[src/rtl/rv_iommu_reg2apb_pkg.sv]
// Shared types and constants for the regbus-to-APB4 initiator bridge.
// Optional ACCESS timeout is enabled by RV_IOMMU_REG2APB_TIMEOUT_EN.
package rv_iommu_reg2apb_pkg;

    typedef enum logic [1:0] {
        IDLE,
        SETUP,
        ACCESS,
        RESP
    } state_t;

    localparam int unsigned APB_ADDR_W      = 32;
    localparam int unsigned APB_DATA_W      = 32;
    localparam int unsigned APB_STRB_W      = 4;
    localparam int unsigned TIMEOUT_DEFAULT = 256;

    typedef struct packed {
        logic [APB_ADDR_W-1:0] addr;
        logic                  write;
        logic [APB_DATA_W-1:0] wdata;
        logic [APB_STRB_W-1:0] wstrb;
        logic                  valid;
    } reg2apb_req_t;

    typedef struct packed {
        logic [APB_DATA_W-1:0] rdata;
        logic                  error;
        logic                  ready;
    } reg2apb_rsp_t;

endpackage

[src/rtl/rv_iommu_reg_to_apb.sv]
// Regbus to APB4 initiator bridge: one request at a time, one APB transfer.
// Define RV_IOMMU_REG2APB_TIMEOUT_EN to abort stalled ACCESS phases.
module rv_iommu_reg_to_apb
    import rv_iommu_reg2apb_pkg::*;
#(
    parameter type         reg_req_t      = reg2apb_req_t,
    parameter type         reg_rsp_t      = reg2apb_rsp_t,
    parameter int unsigned TIMEOUT_CYCLES = TIMEOUT_DEFAULT
) (
    input  logic                  clk_i,
    input  logic                  rst_i,
    input  reg_req_t              reg_req_i,
    output reg_rsp_t              reg_rsp_o,
    output logic [APB_ADDR_W-1:0] paddr_o,
    output logic                  psel_o,
    output logic                  penable_o,
    output logic                  pwrite_o,
    output logic [APB_DATA_W-1:0] pwdata_o,
    output logic [APB_STRB_W-1:0] pstrb_o,
    input  logic [APB_DATA_W-1:0] prdata_i,
    input  logic                  pready_i,
    input  logic                  pslverr_i
);

    if (TIMEOUT_CYCLES < 2 || TIMEOUT_CYCLES > 65535) begin : g_bad_timeout
        $error("TIMEOUT_CYCLES out of range");
    end

    state_t                state_q, state_d;
    logic [APB_ADDR_W-1:0] addr_q;
    logic                  write_q;
    logic [APB_DATA_W-1:0] wdata_q;
    logic [APB_STRB_W-1:0] wstrb_q;
    logic [APB_DATA_W-1:0] rdata_q;
    logic                  error_q;
    logic                  expire;

`ifdef RV_IOMMU_REG2APB_TIMEOUT_EN
    localparam logic [15:0] TO_LAST = 16'(TIMEOUT_CYCLES - 1);

    logic [15:0] cnt_q;

    // Cleared in SETUP so the count starts at zero on ACCESS entry.
    always_ff @(posedge clk_i or posedge rst_i) begin
        if (rst_i) begin
            cnt_q <= '0;
        end else if (state_q == SETUP) begin
            cnt_q <= '0;
        end else if (state_q == ACCESS && !pready_i) begin
            cnt_q <= cnt_q + 16'd1;
        end
    end

    assign expire = (state_q == ACCESS) && !pready_i && (cnt_q == TO_LAST);
`else
    assign expire = 1'b0;
`endif

    always_ff @(posedge clk_i or posedge rst_i) begin
        if (rst_i) begin
            state_q <= IDLE;
        end else begin
            state_q <= state_d;
        end
    end

    always_comb begin
        state_d = state_q;
        unique case (state_q)
            IDLE:    if (reg_req_i.valid) state_d = SETUP;
            SETUP:   state_d = ACCESS;
            ACCESS:  if (pready_i || expire) state_d = RESP;
            RESP:    state_d = IDLE;
            default: state_d = IDLE;
        endcase
    end

    always_ff @(posedge clk_i or posedge rst_i) begin
        if (rst_i) begin
            addr_q  <= '0;
            write_q <= 1'b0;
            wdata_q <= '0;
            wstrb_q <= '0;
            rdata_q <= '0;
            error_q <= 1'b0;
        end else begin
            if (state_q == IDLE && reg_req_i.valid) begin
                addr_q  <= reg_req_i.addr;
                write_q <= reg_req_i.write;
                wdata_q <= reg_req_i.wdata;
                wstrb_q <= reg_req_i.wstrb;
            end
            // pready beats a same-cycle timeout expiry.
            if (state_q == ACCESS && pready_i) begin
                rdata_q <= write_q ? '0 : prdata_i;
                error_q <= pslverr_i;
            end else if (expire) begin
                rdata_q <= '0;
                error_q <= 1'b1;
            end
        end
    end

    always_comb begin
        psel_o          = (state_q == SETUP) || (state_q == ACCESS);
        penable_o       = (state_q == ACCESS);
        paddr_o         = addr_q;
        pwrite_o        = write_q;
        pwdata_o        = write_q ? wdata_q : '0;
        pstrb_o         = write_q ? wstrb_q : '0;
        reg_rsp_o       = '0;
        reg_rsp_o.rdata = rdata_q;
        reg_rsp_o.error = error_q;
        reg_rsp_o.ready = (state_q == RESP);
    end

endmodule
[config.mk]
export PLATFORM = sky130hd
export DESIGN_NAME = rv_iommu_reg_to_apb
export DESIGN_NICKNAME = d
export VERILOG_FILES = /design/src/rtl/rv_iommu_reg2apb_pkg.sv /design/src/rtl/rv_iommu_reg_to_apb.sv
export SDC_FILE = /design/constraint.sdc
export NUM_CORES = 1
export LEC_CHECK = 0
export ABC_AREA = 1
export CAP_MARGIN = 20
export CORE_MARGIN = 1.5
export CORE_UTILIZATION = 50
export DETAILED_ROUTE_END_ITERATION = 6
export DONT_BUFFER_PORTS = 1
export GPL_TIMING_DRIVEN = 0
export PLACE_DENSITY = 0.64
export RECOVER_POWER = 100
export SYNTH_ARGS = -nofsm -noshare
export SYNTH_HDL_FRONTEND = slang
export SYNTH_SLANG_ARGS = --single-unit
export TNS_END_PERCENT = 100
[constraint.sdc]
create_clock -name clk_i -period 5 [get_ports clk_i]
set_input_delay 0.5 -clock clk_i [delete_from_list [all_inputs] [get_ports clk_i]]
set_output_delay 0.5 -clock clk_i [all_outputs]
set_load 0.01 [all_outputs]
# Yosys cells after proc, flatten, opt, wreduce, memory -nomap -nowiden
# Cells that the tools add are included.
# Widths: inputs -> output; s select.
[totals]
ram_bits = 0
elab_cells = 23
regBits = 104
out_inout_bits = 105
mem_count = 0
latch_bits = 0
input_bits = 106
rom_bits = 0
[op_classes]
n_mul = 0
shift = 0
bitwise_logic = 0
n_addsub = 0
muxes = 6
n_eq_ne = 5
div = 0
n_reduce_logical = 5
order_cmp = 0
[op_table]
columns = ["op", "n"]
rows = [
  ["$mux 32", 2],
  ["$pmux 2 s4", 1],
  ["$eq 2x2->1 const B", 2],
  ["$mux 2", 2],
  ["$mux 4", 1],
  ["$eq 2x1->1 const B", 1],
  ["$logic_and 1x1->1", 2],
  ["$logic_not 2->1", 1],
  ["$ne 2x1->1 const B", 1],
  ["$ne 2x2->1 const B", 1],
  ["$reduce_and 2->1", 1],
  ["$logic_or 1x1->1", 1],
]

# Depth between registers and ports, before layout
# Gate-level depths: netlist of run 1.
[logic_depth]
word_depth = 3
ltp_mapped = 8

# Worst setup path before layout of run 1
# Ideal clock, no wire load.
[synth_timing]
path_type = "flip-flop to output port"
from = "register write_q (netlist: pwrite_o)"
to = "output pwdata_o[10]"
t_required_ps = 4500
slack_ps = 3649
arrival_ps = 851
stages_incl_launch_ff = 5
cell_sequence = "dfrtp_1 > buf_6 > buf_2 > nand2_1 > inv_1"
[synth_via]
elab_chain_len = 1
[synth_lines]
columns = ["element", "line", "rtl"]
rows = [
  ["from (decl)", "rv_iommu_reg_to_apb.sv:31", "logic write_q;"],
  ["from (signal assigned)", "rv_iommu_reg_to_apb.sv:89", "write_q <= reg_req_i.write;"],
  ["$mux 32", "rv_iommu_reg_to_apb.sv:109", "pwdata_o = write_q ? wdata_q : '0;"],
  ["to (decl)", "rv_iommu_reg_to_apb.sv:18", "output logic [APB_DATA_W-1:0] pwdata_o,"],
]
# No other way between the ends.

# Worst setup path after layout of run 1
[layout_timing]
from = "register write_q (netlist: pwrite_o)"
to = "output pwdata_o[26]"
# The elaborated chain is that of the path after synthesis.

==> reports/metrics.cfg, run 1 <==
[status]
outcome=complete, but fails checks
violations=capacitance limit, slew limit

[pwr]
p_leak_nw=2.73
p_per_area_nw_per_um2=656
fin_total_pwr_mw=3.18
max-vdd-ir-drop_v=0.000257

[sta]
setup_viol=0
max_freq_ghz=0.425
period_share=0.470
hold_violations=0
tightest_slew_ns=2.00
tns_ns=0
period_minus_slack_ns=2.35
rsz0062_at_grt=no
maxSlewViolCount=44
finalWorstSetupSlack_ns=2.65
clock_skew_ns=0.0121
slew_headroom=-0.341
hold_ws_ns=0.261

[finish]
final_cells=669
fillCellCount=870
final_util=0.548
antenna_cells=0
fin_area_um2=4850
nNetsFinal=667
syn_to_final_growth_pct=5.01
drive_gt1_frac=0.0660

[placement]
place_area_um2=4780
hpwl_um=7710
place.gp.congestion=0.780
dp_slack_ns=3.50
place_inst=653
port_buffers=0

[clock_network]
clock_latency_ns=0.35
root_buffer=clkbuf_8
cts_sinks=104
hold_buffers=0
post_cts_resized=0
clk_pin_slew_ns=0.10
postCtsSetupRepairBufs=0
clockBufferDepth=2
ctsHtreeMaxLevel=3
cts_buffers=9
cts_tree=yes

[setup_path]
crit_start=pwrite_o
r2r_end=pwrite_o
criticalPathCategory=flop to primary output
worstReg2RegStart=state_q[0]
crit_fanout=10
cp.required_ns=4.50
endpoint_kind=primary output
rrSetupSlack_ns=3.09
cp-start-kind=flop
worstPathArrival_ns=1.85
r2r_cells=7

[synth]
yosys.cell_count.top_type=nand2_1
syn-cell-area_um2=4620
yosys-top-cells-area=dfrtp_1 56%, nand2_1 20%, nand3_1 7.7%
synth-seq-area-share=0.563
synth.top_cell.area_share=0.563
ys.flop_type=dfrtp_1
syn_avg_cell_area_um2=8.49
synth.distinct_cells=17
synth_seq_cells=104
synth_common_cells=246 x nand2_1, 104 x dfrtp_1, 71 x nand3_1
syn_inst=544
post-synth-top-area-cell=dfrtp_1
syn_nets=655
synthArstFlopShare=1.00
synth_edf_count=0
yosysWarnings=0

[global_routing]
antenna_found_initial=0
grt_pass1_wl_um=16800
grt_max_degree=62
grt_pass1_vias=3313
track_usage=0.217
grt-ovfl-total=0

[hold_path]
holdPathStages=2
min-delay-start=reg_req_i[41]
min_to=paddr_o[3]
min_path_type=input pin to flop

[floorplan]
rows=34
design.die.area_um2=9820
die_h_um=99.1
start_util=0.522
ioPinCount=211
coreArea_um2=8850
die_w_um=99.1

[route]
via_count=3442
totalWireLength_um=10400
via_per_inst=5.14
dr.first_iter.drc_count=114
drt_pass1_iterations=4
wire_per_inst_um=15.6
ant_nets=0
drc=0

[flow_run]
maxCapViolations=1

## routing by layer
metal | global-route usage | wire [um] | part of all wire
met1 | 0.292 | 4380 | 0.42
met2 | 0.352 | 4980 | 0.48
met3 | 0.0562 | 928 | 0.089
met4 | 0.0607 | 149 | 0.014
met5 | 0 | 0 | 0
## area by class of cell
class,count,area (um^2),area share
clock buffers,11,141,0.0291
inverters,44,169,0.0348
multi-input cells,358,1520,0.314
clock inverters,5,40.0,0.00825
well taps,108,135,0.0279
repair buffers,1,27.5,0.00567
plain buffers,38,214,0.0441
flip-flops and latches,104,2600,0.536
## worst max-delay path, stage by stage, from the launching register on
cell and delay, ns:
dfrtp_1 0.41, clkbuf_1 0.44, clkbuf_1 0.41, nand2_1 0.13, inv_1 0.12
## where the power goes
| part | total (mW) | switching, mW | internal, mW |
|---|---|---|---|
| Clock | 0.485 | 0.285 | 0.200 |
| Combinational | 1.08 | 0.732 | 0.347 |
| Sequential | 1.62 | 0.383 | 1.24 |
## cells by family after synthesis
kind of cell    after synthesis  synth area share
fa+ha+maj                     5            0.0135
compound gates               33            0.0406
simple gates                320             0.281
flops                       104             0.563
buf+inv                      82             0.101
## state kept, by name (all words and copies together) (netlist names)
register,flops
wstrb_q,4
rdata_q,32
pwrite_o,1
state_q,2
paddr_o,32
error_q,1
wdata_q,32
## worst max-delay path by stage
stage / end / slack [ns] / depth (start not counted)
2_1_floorplan: error_q / 1.77 / 1
3_3_place_gp: wdata_q[15] / 0.68 / 1
3_5_place_dp: pwdata_o[31] / 3.50 / 4
4_1_cts: pwdata_o[31] / 3.09 / 4
5_1_grt: pwdata_o[26] / 2.46 / 4
6_report: pwdata_o[26] / 2.65 / 4
## cell usage in the layout, fill, tap and decap left out
cell        instances
buf_2               9
dfrtp_1           104
clkinvlp_2          1
ha_1                5
clkinv_4            2
inv_4               1
a21oi_1             1
nor2_1              1
buf_4               2
inv_6               2
nand2_1           248
o21ai_1             2
o21ai_0            29
buf_16              1
clkinv_2            1
buf_6               7
clkbuf_1           21
inv_1              42
o21ai_2             1
clkbuf_8           10
nand3_1            71
Note: power is estimated with default switching activity, not from simulation.
==> inputs of run 2 (changes only) <==
==> constraint.sdc (replaced) <==
create_clock -name clk_i -period 2.25 [get_ports clk_i]
set_input_delay 0.225 -clock clk_i [delete_from_list [all_inputs] [get_ports clk_i]]
set_output_delay 0.225 -clock clk_i [all_outputs]
set_load 0.01 [all_outputs]
==> run 2 against run 1 <==
Effect of this change: via count rose by 16%; critical endpoint is now pwdata_o[6]; the run ends with capacitance limit left; setup slack got worse by 2.2 ns; wire length rose by 19%; worst hold slack got worse by 0.24 ns; sequential cell count did not move; clock-buffer cell count fell by 1.
==> reports/metrics.cfg, run 2 (synthesized netlist as in run 1, its figures left out) <==
[status]
outcome=complete, but fails checks
violations=capacitance limit

[sta]
tightest_slew_ns=1.46
setup_viol=0
hold_ws_ns=0.0228
maxSlewViolCount=0
tns_ns=0
rsz0062_at_grt=no
period_minus_slack_ns=1.80
period_share=0.799
slew_headroom=0.0239
clock_skew_ns=0.0143
max_freq_ghz=0.556
hold_violations=0

[finish]
multi_input_area_um2=1520
fillCellCount=717
drive_gt1_frac=0.0634
nNetsFinal=769
antenna_cells=0
final_common_cell=nand2_1
regArea_um2=2600
syn_to_final_growth_pct=28.7
fin_area_um2=5940
final_cell_mix=248 x nand2_1, 104 x dfrtp_1, 101 x dlygate4sd3_1

[pwr]
p_per_area_nw_per_um2=1270
power_frac_clock=0.165
swShare=0.429
p_leak_nw=3.20
power_frac_comb=0.355
pwr-share-seq=0.480
intPower_mw=4.32
power.switching_mw=3.25
max-vdd-ir-drop_v=0.000637

[setup_path]
endpoint_kind=primary output
criticalPathCategory=flop to primary output
cp-start-kind=flop
crit_fanout=10
cp.required_ns=2.03
r2r_end=paddr_o[3]
worstPathArrival_ns=1.57
r2r_cells=7
rrSetupSlack_ns=0.48
worstReg2RegStart=state_q[0]

[clock_network]
ctsHtreeMaxLevel=3
clk_pin_slew_ns=0.09
clock_latency_ns=0.36
cts_sinks=104
clockBufferDepth=2
cts_buffers=9
postCtsSetupRepairBufs=0
cts_tree=yes
root_buffer=clkbuf_8

[floorplan]
coreArea_um2=8850
die_w_um=99.1
rows=34
die_h_um=99.1
start_util=0.522
ioPinCount=211
design.die.area_um2=9820

[route]
wire_per_inst_um=16.1
totalWireLength_um=12400
dr_wl_met3_um=913
ant_nets=0
drt_pass1_iterations=5
drt-met1-wl_um=5020
dr.first_iter.drc_count=189
via_count=3980
highest_layer=met4
route.met2.wl_um=6170
drc=0
via_per_inst=5.17

[placement]
place_area_um2=4800
hpwl_um=7890
port_buffers=0
place.gp.congestion=0.765

[global_routing]
grt-ovfl-total=0
grt_max_degree=43
antenna_found_initial=0
grt_pass1_vias=4068
track_usage=0.261
grt_pass1_wl_um=20100

[flow_run]
maxCapViolations=1

[hold_path]
holdPathStages=2
min-delay-start=reg_req_i[32]
min_path_type=input pin to flop
min_to=wdata_q[27]

-- run 2: cell count changes in the layout (fill, tap and decap cells not counted), moves of 3 or more --
cell,previous run,this run
clkbuf_1,21,15
o21ai_1,2,5
buf_6,7,12
dlygate4sd3_1,0,101
-- run 2: repair_timing --
item	in CTS	in global routing
hold buffers	101	0
gates resized for setup	0	0
endpoints found under the hold margin	127	0
-- run 2: layer usage --
metal	global-route usage	vias to the layer above
met5	0	-
met4	0.103	0
met3	0.0590	25
met2	0.455	177
met1	0.318	1880
li1	-	1898
-- run 2: metrics by stage --
step / std cells / power [mW] / setup WS, ns / util
floorplan: 544 / 5.61 / 0.779 / -
global placement: 652 / 6.19 / 0.217 / 0.538
detailed placement: 654 / 6.30 / 0.809 / 0.542
CTS: 770 / 7.70 / 0.610 / 0.680
global route: 770 / 8.19 / 0.264 / 0.672
finish: 770 / 7.57 / 0.452 / 0.672
-- run 2: power groups by stage --
| stage | Sequential (mW) | Combinational [mW] | Clock, mW |
|---|---|---|---|
| detailed placement | 3.63 | 2.67 | 0 |
| CTS | 3.61 | 2.81 | 1.28 |
| global placement | 3.62 | 2.57 | 0 |
| finish | 3.63 | 2.69 | 1.25 |
| floorplan | 3.46 | 2.15 | 0 |
| global route | 3.73 | 3.11 | 1.35 |
-- run 2: area by class of cell --
| cell class | count | area share |
|---|---|---|
| Sequential cell | 104 | 0.438 |
| Tap cell | 108 | 0.0227 |
| Clock buffer | 10 | 0.0215 |
| Clock inverter | 5 | 0.0139 |
| Buffer | 38 | 0.0434 |
| Timing Repair Buffer | 103 | 0.177 |
| Multi-Input combinational cell | 358 | 0.255 |
| Inverter | 44 | 0.0284 |
-- run 2: critical path, cell delays in order, from the launching register on --
cell and delay (ns):
dfrtp_1 0.44, buf_6 0.18, clkbuf_1 0.37, nand2_1 0.11, inv_1 0.12
-- run 2: how the worst max path moves through the flow --
stage               depth (start not counted)       start          end  slack (ns)
finish                                      4    pwrite_o  pwdata_o[6]        0.45
global route                                4    pwrite_o   pstrb_o[3]        0.26
CTS                                         4    pwrite_o  pwdata_o[6]        0.61
detailed placement                          5  state_q[0]  rdata_q[15]        0.81
global placement                            1       rst_i  paddr_o[18]        0.22
floorplan                                   1       rst_i      error_q        0.78
==> inputs of run 3 (changes only) <==
--- a/config.mk
+++ b/config.mk
@@ -12,7 +12,7 @@
 export DETAILED_ROUTE_END_ITERATION = 6
 export DONT_BUFFER_PORTS = 1
 export GPL_TIMING_DRIVEN = 0
-export PLACE_DENSITY = 0.64
+export PLACE_DENSITY = 0.67
 export RECOVER_POWER = 100
 export SYNTH_ARGS = -nofsm -noshare
 export SYNTH_HDL_FRONTEND = slang
==> constraint.sdc (replaced) <==
create_clock -name clk_i -period 1.45 [get_ports clk_i]
set_input_delay 0.145 -clock clk_i [delete_from_list [all_inputs] [get_ports clk_i]]
set_output_delay 0.145 -clock clk_i [all_outputs]
set_load 0.01 [all_outputs]
==> run 3 against run 2 <==
Effect of this change: sequential power up 55%; largest cell class unchanged; total power up 57%; worst hold slack better by 0.037 ns; the run now ends clean; global-route usage down 0.51 points; via count down 0.68%.
==> reports/metrics.cfg, run 3 (synthesized netlist as in run 1, its figures left out) <==
[sta]
finalWorstSetupSlack_ns=0.0698
clock_skew_ns=0.0146
period_minus_slack_ns=1.38
period_share=0.952
tightest_slew_ns=0.656
setup_viol=0
hold_ws_ns=0.0600
slew_headroom=0.562
rsz0062_at_grt=no
hold_violations=0
maxSlewViolCount=0
max_freq_ghz=0.725
tns_ns=0

[setup_path]
path_buf_inv=1
worstReg2RegStart=state_q[1]
cp-start-kind=flop
r2r_cells=7
endpoint_kind=primary output
criticalPathCategory=flop to primary output
crit_start=state_q[1]
worstSetupEndpoint=psel_o
worstPathArrival_ns=1.24
cpMaxStageDelayCell=dfrtp_1
r2r_end=paddr_o[27]
path_depth=2
crit_chain=inv_1 > ha_1
slowest_delay_ns=0.43
critPathTopFamily=flip-flops
crit_fanout=5
rrSetupSlack_ns=0.08
cp.required_ns=1.31

[pwr]
max-vdd-ir-drop_v=0.000924
p_per_area_nw_per_um2=1950
p_leak_nw=3.26

[finish]
syn_to_final_growth_pct=31.7
final_util=0.688
final_common_cell=nand2_1
drive_gt1_frac=0.107
fillCellCount=696
nNetsFinal=776
antenna_cells=0
final_cell_mix=246 x nand2_1, 104 x dlygate4sd3_1, 103 x dfrtp_1

[floorplan]
die_w_um=99.1
start_util=0.522
ioPinCount=211
rows=34
design.die.area_um2=9820
die_h_um=99.1
coreArea_um2=8850

[global_routing]
grt-ovfl-total=0
grt_max_degree=42
antenna_found_initial=0
grt_pass1_wl_um=20000
track_usage=0.256
grt_pass1_vias=4106

[route]
drt_pass1_iterations=4
totalWireLength_um=12300
wire_per_inst_um=15.8
via_per_inst=5.08
ant_nets=0
drc=0
via_count=3953
dr.first_iter.drc_count=132

[clock_network]
root_buffer=clkbuf_8
cts_buffers=9
cts_tree=yes
cts_sinks=104
clock_latency_ns=0.35
clockBufferDepth=2
clk_pin_slew_ns=0.11
ctsHtreeMaxLevel=3

[placement]
port_buffers=0
hpwl_um=7870
place.gp.congestion=0.801
dp_slack_ns=0.0242

[status]
outcome=finished, final reports clean

[flow_run]
maxCapViolations=0

[hold_path]
min_path_type=input pin to flop

run 3: tightest hold or removal path, stage by stage:
cell     delay, ns
inv_1         0.03
nand2_1       0.08
nand3_1       0.08
nand2_1       0.05
run 3: layer usage:
metal	track usage	vias to the layer above	share of wire	wire length [um]
met5	0	-	0	0
met1	0.312	1854	0.40	4940
met3	0.0639	19	0.074	906
li1	-	1916	-	-
met4	0.0834	0	0.018	225
met2	0.450	164	0.51	6210
run 3: worst min path at each step:
stage                        from  cells after the start  slack, ns     endpoint
finish                   pready_i                      4       0.06   state_q[1]
global route             pready_i                      4       0.07   state_q[1]
CTS                      pready_i                      4       0.04   state_q[1]
detailed placement          rst_i                      1       0.14  rdata_q[31]
global placement    reg_req_i[54]                      2       0.28  paddr_o[16]
floorplan           reg_req_i[38]                      2       0.28   paddr_o[0]
run 3: stage by stage:
stage | cells | total power, mW | area, um^2
finish | 778 | 11.9 | 6080
floorplan | 544 | 8.70 | 4620
global placement | 652 | 9.58 | 4760
CTS | 776 | 11.8 | 6060
global route | 778 | 12.8 | 6080
detailed placement | 654 | 9.77 | 4800
run 3: report_power, final:
group	switching [mW]	leakage [nW]	internal, mW
combinational	2.79	1.85	1.74
clock	1.02	0.0899	0.694
sequential	1.37	1.32	4.27
run 3: layout make-up:
type | count | area [um^2] | area share
flip-flops and latches | 104 | 2600 | 0.428
multi-input cells | 358 | 1550 | 0.255
repair buffers | 110 | 1110 | 0.182
plain buffers | 38 | 329 | 0.0541
inverters | 44 | 171 | 0.0282
clock buffers | 10 | 138 | 0.0226
well taps | 108 | 135 | 0.0222
clock inverters | 6 | 50.0 | 0.00823
run 3: timing repair:
item | 4_1_cts | 5_1_grt
setup endpoints to repair | 34 | 129
hold buffers | 104 | 0
setup buffers | 2 | 2
gates resized for setup | 8 | 15
hold endpoints to repair | 129 | 0
